`config.mk`:
```
export PLATFORM = sky130hd
export DESIGN_NAME = dmem_rmw_ctrl
export DESIGN_NICKNAME = d
export VERILOG_FILES = /design/src/rtl/dmem_rmw_ctrl.sv
export SDC_FILE = /design/constraint.sdc
export NUM_CORES = 1
export LEC_CHECK = 0
export BUFFER_PORTS_ARGS = -buffer_cell sky130_fd_sc_hd__buf_2
export CAP_MARGIN = 20
export CORE_MARGIN = 2
export CORE_UTILIZATION = 46
export DETAILED_ROUTE_END_ITERATION = 10
export PLACE_DENSITY_LB_ADDON = 0.3
export SETUP_SLACK_MARGIN = 0.5
export SYNTH_ARGS = -nofsm -noshare
export SYNTH_HDL_FRONTEND = slang
export SYNTH_SLANG_ARGS = --single-unit
```
`constraint.sdc`:
```
create_clock -name i_clk -period 3.3 [get_ports i_clk]
set_input_delay 0.66 -clock i_clk [delete_from_list [all_inputs] [get_ports i_clk]]
set_output_delay 0.66 -clock i_clk [all_outputs]
set_load 0.01 [all_outputs]
```
`src/rtl/dmem_rmw_ctrl.sv`:
```
// Data-memory controller for a word-wide SRAM without byte enables.
// Word stores and loads take one cycle; byte/halfword stores use a one-stall read-modify-write.
module dmem_rmw_ctrl #(
    parameter int P_DATA_WIDTH      = 32,
    parameter int P_DMEM_ADDR_WIDTH = 11
) (
    input  logic                         i_clk,
    input  logic                         i_rst_n,
    input  logic                         i_req,
    input  logic                         i_we,
    input  logic [P_DMEM_ADDR_WIDTH-1:0] i_addr,
    input  logic [P_DATA_WIDTH-1:0]      i_wdata,
    input  logic [1:0]                   i_storetype,
    output logic [P_DATA_WIDTH-1:0]      o_rdata,
    output logic                         o_stall,
    output logic                         o_misaligned,
    output logic                         o_sram_en,
    output logic                         o_sram_we,
    output logic [P_DMEM_ADDR_WIDTH-3:0] o_sram_addr,
    output logic [P_DATA_WIDTH-1:0]      o_sram_wdata,
    input  logic [P_DATA_WIDTH-1:0]      i_sram_rdata
);
    localparam int AW = P_DMEM_ADDR_WIDTH - 2;

    localparam logic [1:0] ST_SW = 2'b00;
    localparam logic [1:0] ST_SH = 2'b01;
    localparam logic [1:0] ST_SB = 2'b10;

    // Core handshake: i_req is a valid that the core holds stable while o_stall is high;
    // the request is consumed at the first rising edge where o_stall is low.
    typedef enum logic {
        S_IDLE  = 1'b0,
        S_MERGE = 1'b1
    } state_t;

    state_t          state, next_state;
    logic [AW-1:0]   lat_addr;
    logic [1:0]      lat_off;
    logic            lat_sb;
    logic [15:0]     lat_wdata;
    logic            req_act;
    logic            sw_ok;
    logic            part_ok;
    logic            store_bad;
    logic [P_DATA_WIDTH-1:0] merged;

    // Requests are masked while reset is held so nothing reaches the SRAM.
    assign req_act   = i_req & i_rst_n;
    assign sw_ok     = (i_storetype == ST_SW) && (i_addr[1:0] == 2'b00);
    assign part_ok   = ((i_storetype == ST_SH) && !i_addr[0]) || (i_storetype == ST_SB);
    assign store_bad = (state == S_IDLE) && req_act && i_we && !sw_ok && !part_ok;
    assign o_rdata   = i_sram_rdata;

    always_comb begin
        merged = i_sram_rdata;
        if (lat_sb) begin
            merged[{lat_off, 3'b000} +: 8] = lat_wdata[7:0];
        end else begin
            merged[{lat_off[1], 4'b0000} +: 16] = lat_wdata;
        end
    end

    always_comb begin
        next_state   = state;
        o_sram_en    = 1'b0;
        o_sram_we    = 1'b0;
        o_sram_addr  = i_addr[P_DMEM_ADDR_WIDTH-1:2];
        o_sram_wdata = i_wdata;
        o_stall      = 1'b0;
        case (state)
            S_IDLE: begin
                if (req_act) begin
                    if (!i_we) begin
                        o_sram_en = 1'b1;
                    end else if (sw_ok) begin
                        o_sram_en = 1'b1;
                        o_sram_we = 1'b1;
                    end else if (part_ok) begin
                        o_sram_en  = 1'b1;
                        o_stall    = 1'b1;
                        next_state = S_MERGE;
                    end
                end
            end
            S_MERGE: begin
                // The core is still presenting the stalled request; it is not re-decoded.
                o_sram_en    = 1'b1;
                o_sram_we    = 1'b1;
                o_sram_addr  = lat_addr;
                o_sram_wdata = merged;
                next_state   = S_IDLE;
            end
            default: next_state = S_IDLE;
        endcase
    end

    always_ff @(posedge i_clk or negedge i_rst_n) begin
        if (!i_rst_n) begin
            state        <= S_IDLE;
            lat_addr     <= '0;
            lat_off      <= '0;
            lat_sb       <= 1'b0;
            lat_wdata    <= '0;
            o_misaligned <= 1'b0;
        end else begin
            state        <= next_state;
            o_misaligned <= store_bad;
            if ((state == S_IDLE) && req_act && i_we && !sw_ok && part_ok) begin
                lat_addr  <= i_addr[P_DMEM_ADDR_WIDTH-1:2];
                lat_off   <= i_addr[1:0];
                lat_sb    <= (i_storetype == ST_SB);
                lat_wdata <= i_wdata[15:0];
            end
        end
    end
endmodule

```
==> key figures, run 1 <==
Clock tree
  • CTS Buf Count: 5
  • CTS HTree Levels: 2
  • Clock-pin slew on the worst setup and hold paths: 0.07 ns
  • Hold_buf cts: 0
  • Insertion delay to the later sink of the worst-skew pair: 0.29 ns
  • Sink Count: 30
  • CTS root buf: clkbuf_8
  • Clk buf depth: 2
  • TritonCTS clock tree: done

Global routing
  • Gr ovfl total: 0
  • Number of global-route vias before repair: 2780
  • Largest net degree at the start of global routing: 29
  • Total track usage: 23.76%
  • Global-route wire length before repair: 13.70 mm
  • Antenna violations before repair: 0

Timing
  • Final Critical Period: 2.699 ns
  • Final hold vios: 0
  • RSZ-0062 raised after global routing: false
  • FMAX: 370.4 MHz
  • Slew headroom: 59.99%
  • Final worst-path cycle share: 81.80%
  • Final setup viols: 0
  • Final slew viol count: 0
  • Clk_skew: 0.007014 ns
  • Fin Setup TNS: 0 ns
  • Worst-margin pin slew: 0.6002 ns
  • Final setup margin: 0.6006 ns

Synth
  • Primary FF master, synth: dfrtp_1
  • Synth Area in XOR/XNOR: 0%
  • Largest family of logic cells by synthesized area: multiplexers
  • Share of the yosys chip area belonging to registers: 25.01%
  • Mapped Nets: 404
  • Post-synthesis cell count: 318
  • Synth unique cells: 36
  • Mux cell area share after synthesis: 27.39%
  • Synthesized flop and latch total: 30
  • Async set-reset flop share out of synthesis: 100.0%
  • EDFF count, synth: 0
  • Syn Area/Cell: 9.439 um^2
  • Syn. warnings: 0
  • Adder-cell share of the synthesized area: 2.084%
  • Post-Syn Area: 3002 um^2
  • Synth Area in Compound Gates: 16.38%
  • Area fraction in and, or, nand and nor cells after synthesis: 16.26%

Worst setup path
  • Worst-path cell chain: inv_2 -> ha_4 -> nor4bb_2 -> buf_4 -> nand2_1 -> a31oi_1 -> buf_2
  • Slowest stage delay, CP: 0.47 ns
  • CP Class: register to output port
  • CP Max Fanout: 8
  • R2R Path End: lat_wdata[3]
  • Worst reg-to-reg path cell count: 5
  • WP data required: 2.64 ns
  • Critical Path Source Type: register
  • Flop-to-flop setup slack: 1.05 ns
  • CP Capture Type: output port
  • Critical-path top delay cell: dfrtp_2
  • Critical path data arrival time: 2.04 ns
  • R2R Path Start: state

Routing
  • Initial DRC count: 170
  • Routed Antenna Nets: 0
  • Routed via count: 2995
  • WL final: 8.799 mm
  • Drt wl/cell: 16.89 um
  • DRC violations left: 0
  • Drt pass-1 iters: 5
  • Via-to-Cell Ratio: 5.749

Placed design
  • Number of port buffers: 157
  • Dpl hpwl: 6.442 mm
  • Placer's final routability congestion estimate: 0.8434
  • Place WS: 0.5246 ns

Die
  • Die width: 84.78 um
  • Num ports: 158
  • Row count: 29
  • Starting density of the core: 47.54%
  • Die extent in y: 84.78 um
  • Area of the die: 7188 um^2
  • Core area: 6314 um^2

Cells and area
  • Layout fillers: 574
  • Commonest non-fill, non-tap cells in the layout: buf_2, mux2_2, o22ai_1
  • Commonest non-fill, non-tap cell in the layout: buf_2
  • Fraction of layout cells with a size suffix above 1: 59.68%
  • Nets: 529
  • Area delta synth->final: 26.93%
  • Final Util: 60.34%
  • Antenna Diode Count: 0

Power and ir drop
  • Max rail drop VDD: 228.1 uV
  • Overall power after layout: 1646 uW
  • P per Cell Area: 432.1 nW/um^2
  • LEAKAGE: 0.001773 uW

Run status
  • Outcome: finished, final reports clean

Min path
  • Hold Crit Class: input pin to async pin

Job
  • Max-cap violations: 0
==> layer usage <==
metal,share of wire [%],wire length (um),track usage (%),vias to the layer above
li1,-,-,-,1410
met1,42,3715,30.93,1434
met2,49,4307,40.30,138
met3,7.6,673,5.211,13
met4,1.2,102,5.628,0
met5,0,0,0,-
==> registers in the layout (all words and copies together), names as in the netlist <==
register	cells
lat_addr	9
lat_off	2
lat_sb	1
lat_wdata	16
o_misaligned	1
state	1
==> layout make-up <==
type	instances	area [um^2]	area share, %
multi-input combinational	227	1903	49.95
timing repair buffer	176	932.1	24.47
sequential	30	753.2	19.77
tap	77	96.34	2.529
clock buffer	5	68.82	1.806
clock inverter	3	45.04	1.182
inverter	3	11.26	0.2956
==> where the power goes <==
part	switching, uW	internal (uW)	leakage (uW)
clock network	152	224	0.0000504
registers	97.0	455	0.000366
logic	308	410	0.00136
total	557	1090	0.00177
==> worst max-delay path: cells and delay by family, from the launching register on <==
kind | cells | cell delay [ns]
AO/OA/AOI/OAI | 1 | 0.19
adder cells (fa/ha/maj) | 1 | 0.24
flip-flops | 1 | 0.47
AND/OR/NAND/NOR | 2 | 0.34
buffers and inverters | 3 | 0.49
==> cell families (layout without fill, tap and decap cells) <==
| kind of cell | Yosys count | in the layout |
|---|---|---|
| simple gates | 79 | 79 |
| compound gates | 76 | 76 |
| mux | 67 | 67 |
| buf+inv | 61 | 187 |
| flops | 30 | 30 |
| fa+ha+maj | 5 | 5 |
==> synthesized netlist by cell type (2+ instances only) <==
cell      count  area share [%]
nand4_1       8             1.7
a31oi_1      32             6.7
buf_12        2             1.3
o22ai_1      33             6.9
nor3b_1       2            0.50
mux2_4       18             9.0
buf_1         5            0.63
nor2_1        2            0.25
clkbuf_1     15             1.9
inv_1         3            0.38
ha_1          5             2.1
a21oi_1       4            0.67
nand3_1      13             2.2
and2_1        2            0.42
buf_2         4            0.67
buf_4        32             8.0
nand2_1       8             1.0
nand2b_1     30             6.3
mux2_2       49              18
dfrtp_1      30              25
nor2b_1       6             1.3
==> what timing repair did <==
item | in CTS | in global routing
endpoints found under the hold margin | 0 | 0
gates resized for setup | 8 | 3
setup buffers | 0 | 7
setup endpoints to repair | 30 | 19
==> per-stage QoR <==
step                hold WS, ns  cells  cell area (um^2)
finish                   0.2575    521              3810
global route             0.2641    521              3810
CTS                      0.2622    514              3746
detailed placement       0.4880    506              3606
global placement         0.4854    506              3606
floorplan                0.3644    318              3002
==> how the worst max path moves through the flow <==
stage | startpoint | slack, ns | endpoint
floorplan | lat_off[1] | 0.57 | o_sram_wdata[12]
global placement | lat_off[0] | 0.63 | o_sram_wdata[19]
detailed placement | lat_off[0] | 0.52 | o_sram_wdata[20]
CTS | lat_off[1] | 0.53 | o_sram_wdata[31]
global route | lat_off[0] | 0.50 | o_sram_wdata[6]
finish | lat_off[0] | 0.60 | o_sram_wdata[0]
Note: power is estimated with default switching activity, not from simulation.
==> run 2, diff against run 1 <==
==> constraint.sdc (replaced) <==
create_clock -name i_clk -period 2.6 [get_ports i_clk]
set_input_delay 0.52 -clock i_clk [delete_from_list [all_inputs] [get_ports i_clk]]
set_output_delay 0.52 -clock i_clk [all_outputs]
set_load 0.01 [all_outputs]
==> key figures, run 2 (synthesis gave the netlist of run 1 again) <==
Run status
  • Outcome: finished, final reports clean

Worst setup path
  • CP Max Fanout: 7 (-1)
  • Flop-to-flop setup slack: 0.68 ns (-0.37 ns)
  • Critical Path Source Type: register
  • WP data required: 2.08 ns (-0.56 ns)
  • CP Launch Point: lat_off[1]
  • CP Class: register to output port
  • R2R Path End: lat_wdata[13]
  • Worst reg-to-reg path cell count: 6 (+1)
  • CP Capture Type: output port
  • Critical path data arrival time: 1.98 ns (-0.06 ns)
  • End of the critical path: o_sram_wdata[1]
  • R2R Path Start: state

Cells and area
  • Finished Layout Cells: 533 (+2.3%)
  • Fraction of layout cells with a size suffix above 1: 75.88% (+16 points)
  • Largest regs: lat_wdata: 16 flops, lat_addr: 9 flops, lat_off: 2 flops
  • Layout fillers: 470 (-18%)
  • Commonest non-fill, non-tap cells in the layout: buf_2, mux2_2, nand2b_1, dfrtp_1, a31oi_2
  • Commonest non-fill, non-tap cell in the layout: buf_2
  • Final Util: 70.79% (+10 points)
  • Antenna Diode Count: 0 (unchanged)
  • Area delta synth->final: 48.90%
  • Most flop-heavy register: lat_wdata
  • Max reg flops: 16 (unchanged)
  • Final Cell Area: 4469 um^2 (+17%)
  • Nets: 541 (+2.3%)

Die
  • Starting density of the core: 47.54% (unchanged)
  • Row count: 29 (unchanged)
  • Num ports: 158 (unchanged)
  • Die extent in y: 84.78 um (unchanged)
  • Die width: 84.78 um (unchanged)
  • Area of the die: 7188 um^2 (unchanged)
  • Core area: 6314 um^2 (unchanged)

Global routing
  • Global-route wire length before repair: 14.92 mm (+9.0%)
  • Largest net degree at the start of global routing: 33 (+14%)
  • Antenna violations before repair: 0 (unchanged)
  • Number of global-route vias before repair: 2976 (+7.1%)
  • Gr ovfl total: 0 (unchanged)
  • Total track usage: 25.66% (+1.9 points)

Clock tree
  • CTS Buf Count: 5 (unchanged)
  • Insertion delay to the later sink of the worst-skew pair: 0.28 ns (about the same)
  • Clock-pin slew on the worst setup and hold paths: 0.06 ns (about the same)
  • CTS root buf: clkbuf_8
  • Sink Count: 30 (unchanged)
  • TritonCTS clock tree: done
  • CTS HTree Levels: 2 (unchanged)
  • Clk buf depth: 2 (unchanged)
  • Hold_buf cts: 0 (unchanged)

Routing
  • Routed Antenna Nets: 0 (unchanged)
  • Initial DRC count: 146 (-14%)
  • Routed via count: 3126 (+4.4%)
  • WL final: 9.903 mm (+13%)
  • Drt wl/cell: 18.58 um (+10%)
  • Via-to-Cell Ratio: 5.865 (+2.0%)
  • DRC violations left: 0 (unchanged)
  • Drt pass-1 iters: 4 (-1)

Power and ir drop
  • P_sw: 855.5 uW (+54%)
  • Clock network power share: 17.2% (-5.6 points)
  • Seq pwr share: 31.5% (-2.0 points)
  • P per Cell Area: 519.4 nW/um^2 (+20%)
  • LEAKAGE: 0.001948 uW (+9.9%)
  • Comb power frac: 51.2% (+7.5 points)
  • Switch share: 36.85% (+3.0 points)
  • Max rail drop VDD: 361.0 uV (+58%)
  • Int Power: 1466 uW (+35%)

Timing
  • Final setup viols: 0 (unchanged)
  • Final worst-path cycle share: 96.05%
  • Final Critical Period: 2.497 ns
  • FMAX: 400.4 MHz
  • Worst hold margin: 0.09488 ns (-0.1626 ns)
  • Clk_skew: 0.003291 ns (-0.003722 ns)
  • Final slew viol count: 0 (unchanged)
  • Slew headroom: 62.48% (+2.5 points)
  • Fin Setup TNS: 0 ns (unchanged)
  • Worst-margin pin slew: 0.5627 ns (-0.03746 ns)
  • Final hold vios: 0 (unchanged)
  • RSZ-0062 raised after global routing: true

Placed design
  • Post-Place Cells: 508 (+0.40%)
  • Placer's final routability congestion estimate: 0.8136 (-3.5%)
  • Dpl hpwl: 6.658 mm (+3.4%)
  • Number of port buffers: 157 (unchanged)
  • Dpl cell area: 3850 um^2 (+6.8%)

Job
  • Max-cap violations: 0 (unchanged)

Min path
  • Hold Crit Class: input pin to async pin
## run 2: changes by cell type in the layout (fill, tap and decap cells not counted), sizes merged
cell / previous run / this run
buf: 176 / 188
clkinvlp: 2 / 0
clkbuf: 5 / 7
clkinv: 0 / 1
bufinv: 1 / 0
## run 2: repair_timing
action | 4_1_cts | 5_1_grt
gates resized for setup | 47 | 34
pin swaps | 15 | 21
setup buffers | 10 | 5
endpoints found under the setup margin | 33 | 33
gates cloned | 2 | 0
## run 2: worst min-delay path by stage
stage	startpoint	end	cells after the start
after floorplan	i_rst_n	lat_addr[0]	0
after global placement	i_rst_n	o_misaligned	1
after detailed placement	i_rst_n	o_misaligned	1
after CTS	i_rst_n	o_misaligned	1
after global routing	i_rst_n	o_misaligned	1
final	i_rst_n	o_misaligned	1
## run 2: power groups by stage
stage / Sequential, uW / Clock (uW) / Combinational, uW
after detailed placement: 711 / 0 / 926
final: 732 / 400 / 1190
after global placement: 704 / 0 / 905
after CTS: 715 / 402 / 1100
after floorplan: 659 / 0 / 726
after global routing: 747 / 435 / 1250
## run 2: area by class of cell
type / instances / area, um^2 / share of cell area [%]
flip-flops and latches: 30 / 752.0 / 16.83
repair buffers: 188 / 1142 / 25.56
well taps: 77 / 96.34 / 2.156
multi-input cells: 227 / 2374 / 53.11
inverters: 3 / 13.76 / 0.3080
clock buffers: 7 / 86.33 / 1.932
clock inverters: 1 / 5.005 / 0.1120
## run 2: stage by stage
step / power [uW] / setup WS, ns
finish: 2321 / 0.1026
global route: 2434 / 0.05131
CTS: 2214 / 0.1675
detailed placement: 1637 / 0.3103
global placement: 1609 / 0.3420
floorplan: 1385 / 0.4311
## run 2: routing by layer
layer,GRT usage (%),share of wire (%),up-vias
li1,-,-,1437
met5,0,0,-
met2,44.45,51,151
met4,6.782,1.3,0
met1,32.88,41,1526
met3,4.720,6.7,12
## run 2: worst max-delay path, cell delays in order, from the launching register on
cell and delay (ns):
dfrtp_1 0.41, buf_4 0.14, buf_6 0.09, buf_12 0.13, buf_4 0.15, mux2_2 0.34
o22ai_1 0.21, a31oi_4 0.05, buf_2 0.17
==> run 3, diff against run 2 <==
--- a/config.mk
+++ b/config.mk
@@ -8,7 +8,9 @@
 export BUFFER_PORTS_ARGS = -buffer_cell sky130_fd_sc_hd__buf_2
 export CAP_MARGIN = 20
 export CORE_MARGIN = 2
-export CORE_UTILIZATION = 46
+export CORE_UTILIZATION = 40
+export CTS_BUF_LIST = sky130_fd_sc_hd__clkbuf_16
+export CTS_CLUSTER_SIZE = 25
 export DETAILED_ROUTE_END_ITERATION = 10
 export PLACE_DENSITY_LB_ADDON = 0.3
 export SETUP_SLACK_MARGIN = 0.5
==> key figures, run 3 (synthesis gave the netlist of run 1 again) <==
Worst setup path
  • CP Max Fanout: 8 (+1)
  • R2R Path End: lat_wdata[2]
  • Critical path data arrival time: 1.89 ns (-0.09 ns)
  • CP Class: register to output port
  • Worst-path cell chain: inv_4 -> ha_4 -> nor4bb_2 -> buf_4 -> nand2_1 -> a31oi_2 -> buf_2
  • Flop-to-flop setup slack: 0.73 ns (+0.05 ns)
  • Slowest stage delay, CP: 0.40 ns (about the same)
  • Top delay family on crit path: buffers and inverters
  • Critical-path top delay cell: dfrtp_1
  • Critical Path Source Type: register
  • WP data required: 2.08 ns (about the same)
  • Worst reg-to-reg path cell count: 6 (unchanged)
  • CP Capture Type: output port
  • R2R Path Start: state
  • Crit path buffers/inverters: 3 (-2)

Cells and area
  • Area delta synth->final: 38.93%
  • Most flop-heavy register: lat_wdata
  • Finished Layout Cells: 551 (+3.4%)
  • Largest regs: lat_wdata: 16 flops, lat_addr: 9 flops, lat_off: 2 flops
  • Commonest non-fill, non-tap cell in the layout: buf_2
  • Antenna Diode Count: 0 (unchanged)
  • Commonest non-fill, non-tap cells in the layout: buf_2, mux2_2, o22ai_1
  • Fraction of layout cells with a size suffix above 1: 68.14% (-7.7 points)
  • Max reg flops: 16 (unchanged)
  • Final Util: 57.50% (-13 points)
  • Nets: 537 (-0.74%)

Job
  • Max-cap violations: 0 (unchanged)

Routing
  • Initial DRC count: 153 (+4.8%)
  • DRC violations left: 0 (unchanged)
  • Routed via count: 2997 (-4.1%)
  • Drt wl/cell: 17.32 um (-6.8%)
  • Routed Antenna Nets: 0 (unchanged)
  • Drt pass-1 iters: 4 (unchanged)
  • WL final: 9.542 mm (-3.6%)
  • Via-to-Cell Ratio: 5.439 (-7.3%)

Timing
  • Worst-margin pin slew: 0.5803 ns (+0.01752 ns)
  • Final Critical Period: 2.410 ns (-0.08755 ns)
  • Final slew viol count: 0 (unchanged)
  • Final setup viols: 0 (unchanged)
  • Fin Setup TNS: 0 ns (unchanged)
  • Clk_skew: 0.004094 ns (+0.0008025 ns)
  • Final hold vios: 0 (unchanged)
  • Worst hold margin: 0.1055 ns (+0.01066 ns)
  • FMAX: 415.0 MHz (+3.6%)
  • RSZ-0062 raised after global routing: true
  • Slew headroom: 61.32% (-1.2 points)
  • Final worst-path cycle share: 92.68% (-3.4 points)

Die
  • Area of the die: 8213 um^2 (+14%)
  • Die width: 90.63 um (+6.9%)
  • Row count: 31 (+6.9%)
  • Core area: 7253 um^2 (+15%)
  • Num ports: 158 (unchanged)
  • Die extent in y: 90.63 um (+6.9%)
  • Starting density of the core: 41.38% (-6.2 points)

Placed design
  • Post-Place Cells: 531 (+4.5%)
  • Number of port buffers: 157 (unchanged)
  • Dpl hpwl: 6.930 mm (+4.1%)
  • Placer's final routability congestion estimate: 0.8024 (-1.4%)

Global routing
  • Grt met2 use: 38.25% (-6.2 points)
  • Antenna violations before repair: 0 (unchanged)
  • Gr ovfl total: 0 (unchanged)
  • Global-route met3 utilization: 4.925% (+0.21 points)
  • Largest net degree at the start of global routing: 33 (unchanged)
  • Total track usage: 22.41% (-3.3 points)
  • Number of global-route vias before repair: 2911 (-2.2%)
  • Global-route wire length before repair: 14.81 mm (-0.74%)
  • Met1 usage: 28.84% (-4.0 points)
  • GR peak layer: met2

Min path
  • Hold Crit Class: input pin to async pin

Power and ir drop
  • LEAKAGE: 0.001857 uW (-4.7%)
  • Max rail drop VDD: 360.3 uV (-0.19%)
  • P per Cell Area: 545.8 nW/um^2 (+5.1%)

Clock tree
  • Clock-pin slew on the worst setup and hold paths: 0.05 ns (about the same)
  • Sink Count: 30 (unchanged)
  • CTS HTree Levels: 2 (unchanged)
  • CTS Buf Count: 5 (unchanged)
  • CTS root buf: clkbuf_16
  • Insertion delay to the later sink of the worst-skew pair: 0.27 ns (about the same)
  • TritonCTS clock tree: done
  • Clk buf depth: 2 (unchanged)

Run status
  • Outcome: finished, final reports clean
## run 3: power breakdown
part	leakage, uW	internal, uW	switching (uW)
registers	0.000367	578	129
logic	0.00142	570	444
clock network	0.0000672	349	206
## run 3: stage by stage
stage               total power (uW)  worst slack [ns]  cell area [um^2]
floorplan                       1385            0.4311              3246
CTS                             2287            0.1959              4141
global route                    2410           0.09843              4170
finish                          2276            0.1902              4170
global placement                1626            0.2882              3885
detailed placement              1646            0.2686              3885
## run 3: per-layer routing
layer / routed length, um / up-vias
met5: 0 / -
met4: 96 / 0
met3: 711 / 7
met2: 4648 / 128
met1: 4085 / 1433
li1: - / 1429
## run 3: final cells by class
class | count | area (um^2)
fillers | 664 | 3083
multi-input cells | 227 | 2118
repair buffers | 184 | 1021
flip-flops and latches | 30 | 752.0
clock buffers | 5 | 125.1
well taps | 99 | 123.9
clock inverters | 3 | 16.27
inverters | 3 | 13.76
## run 3: repair_timing
action,4_1_cts,5_1_grt
endpoints found under the setup margin,34,33
setup buffers,9,3
hold buffers,0,0
gates resized for setup,16,1
pin swaps,11,0
gates cloned,0,0
## run 3: how the worst max path moves through the flow
stage | from | endpoint | slack [ns] | cells after the start
floorplan | lat_off[1] | o_sram_wdata[6] | 0.43 | 8
global placement | lat_off[1] | o_sram_wdata[31] | 0.29 | 6
detailed placement | lat_off[1] | o_sram_wdata[31] | 0.27 | 6
CTS | lat_off[1] | o_sram_wdata[3] | 0.20 | 7
global route | lat_off[0] | o_sram_wdata[7] | 0.1 | 7
finish | lat_off[1] | o_sram_wdata[3] | 0.19 | 7
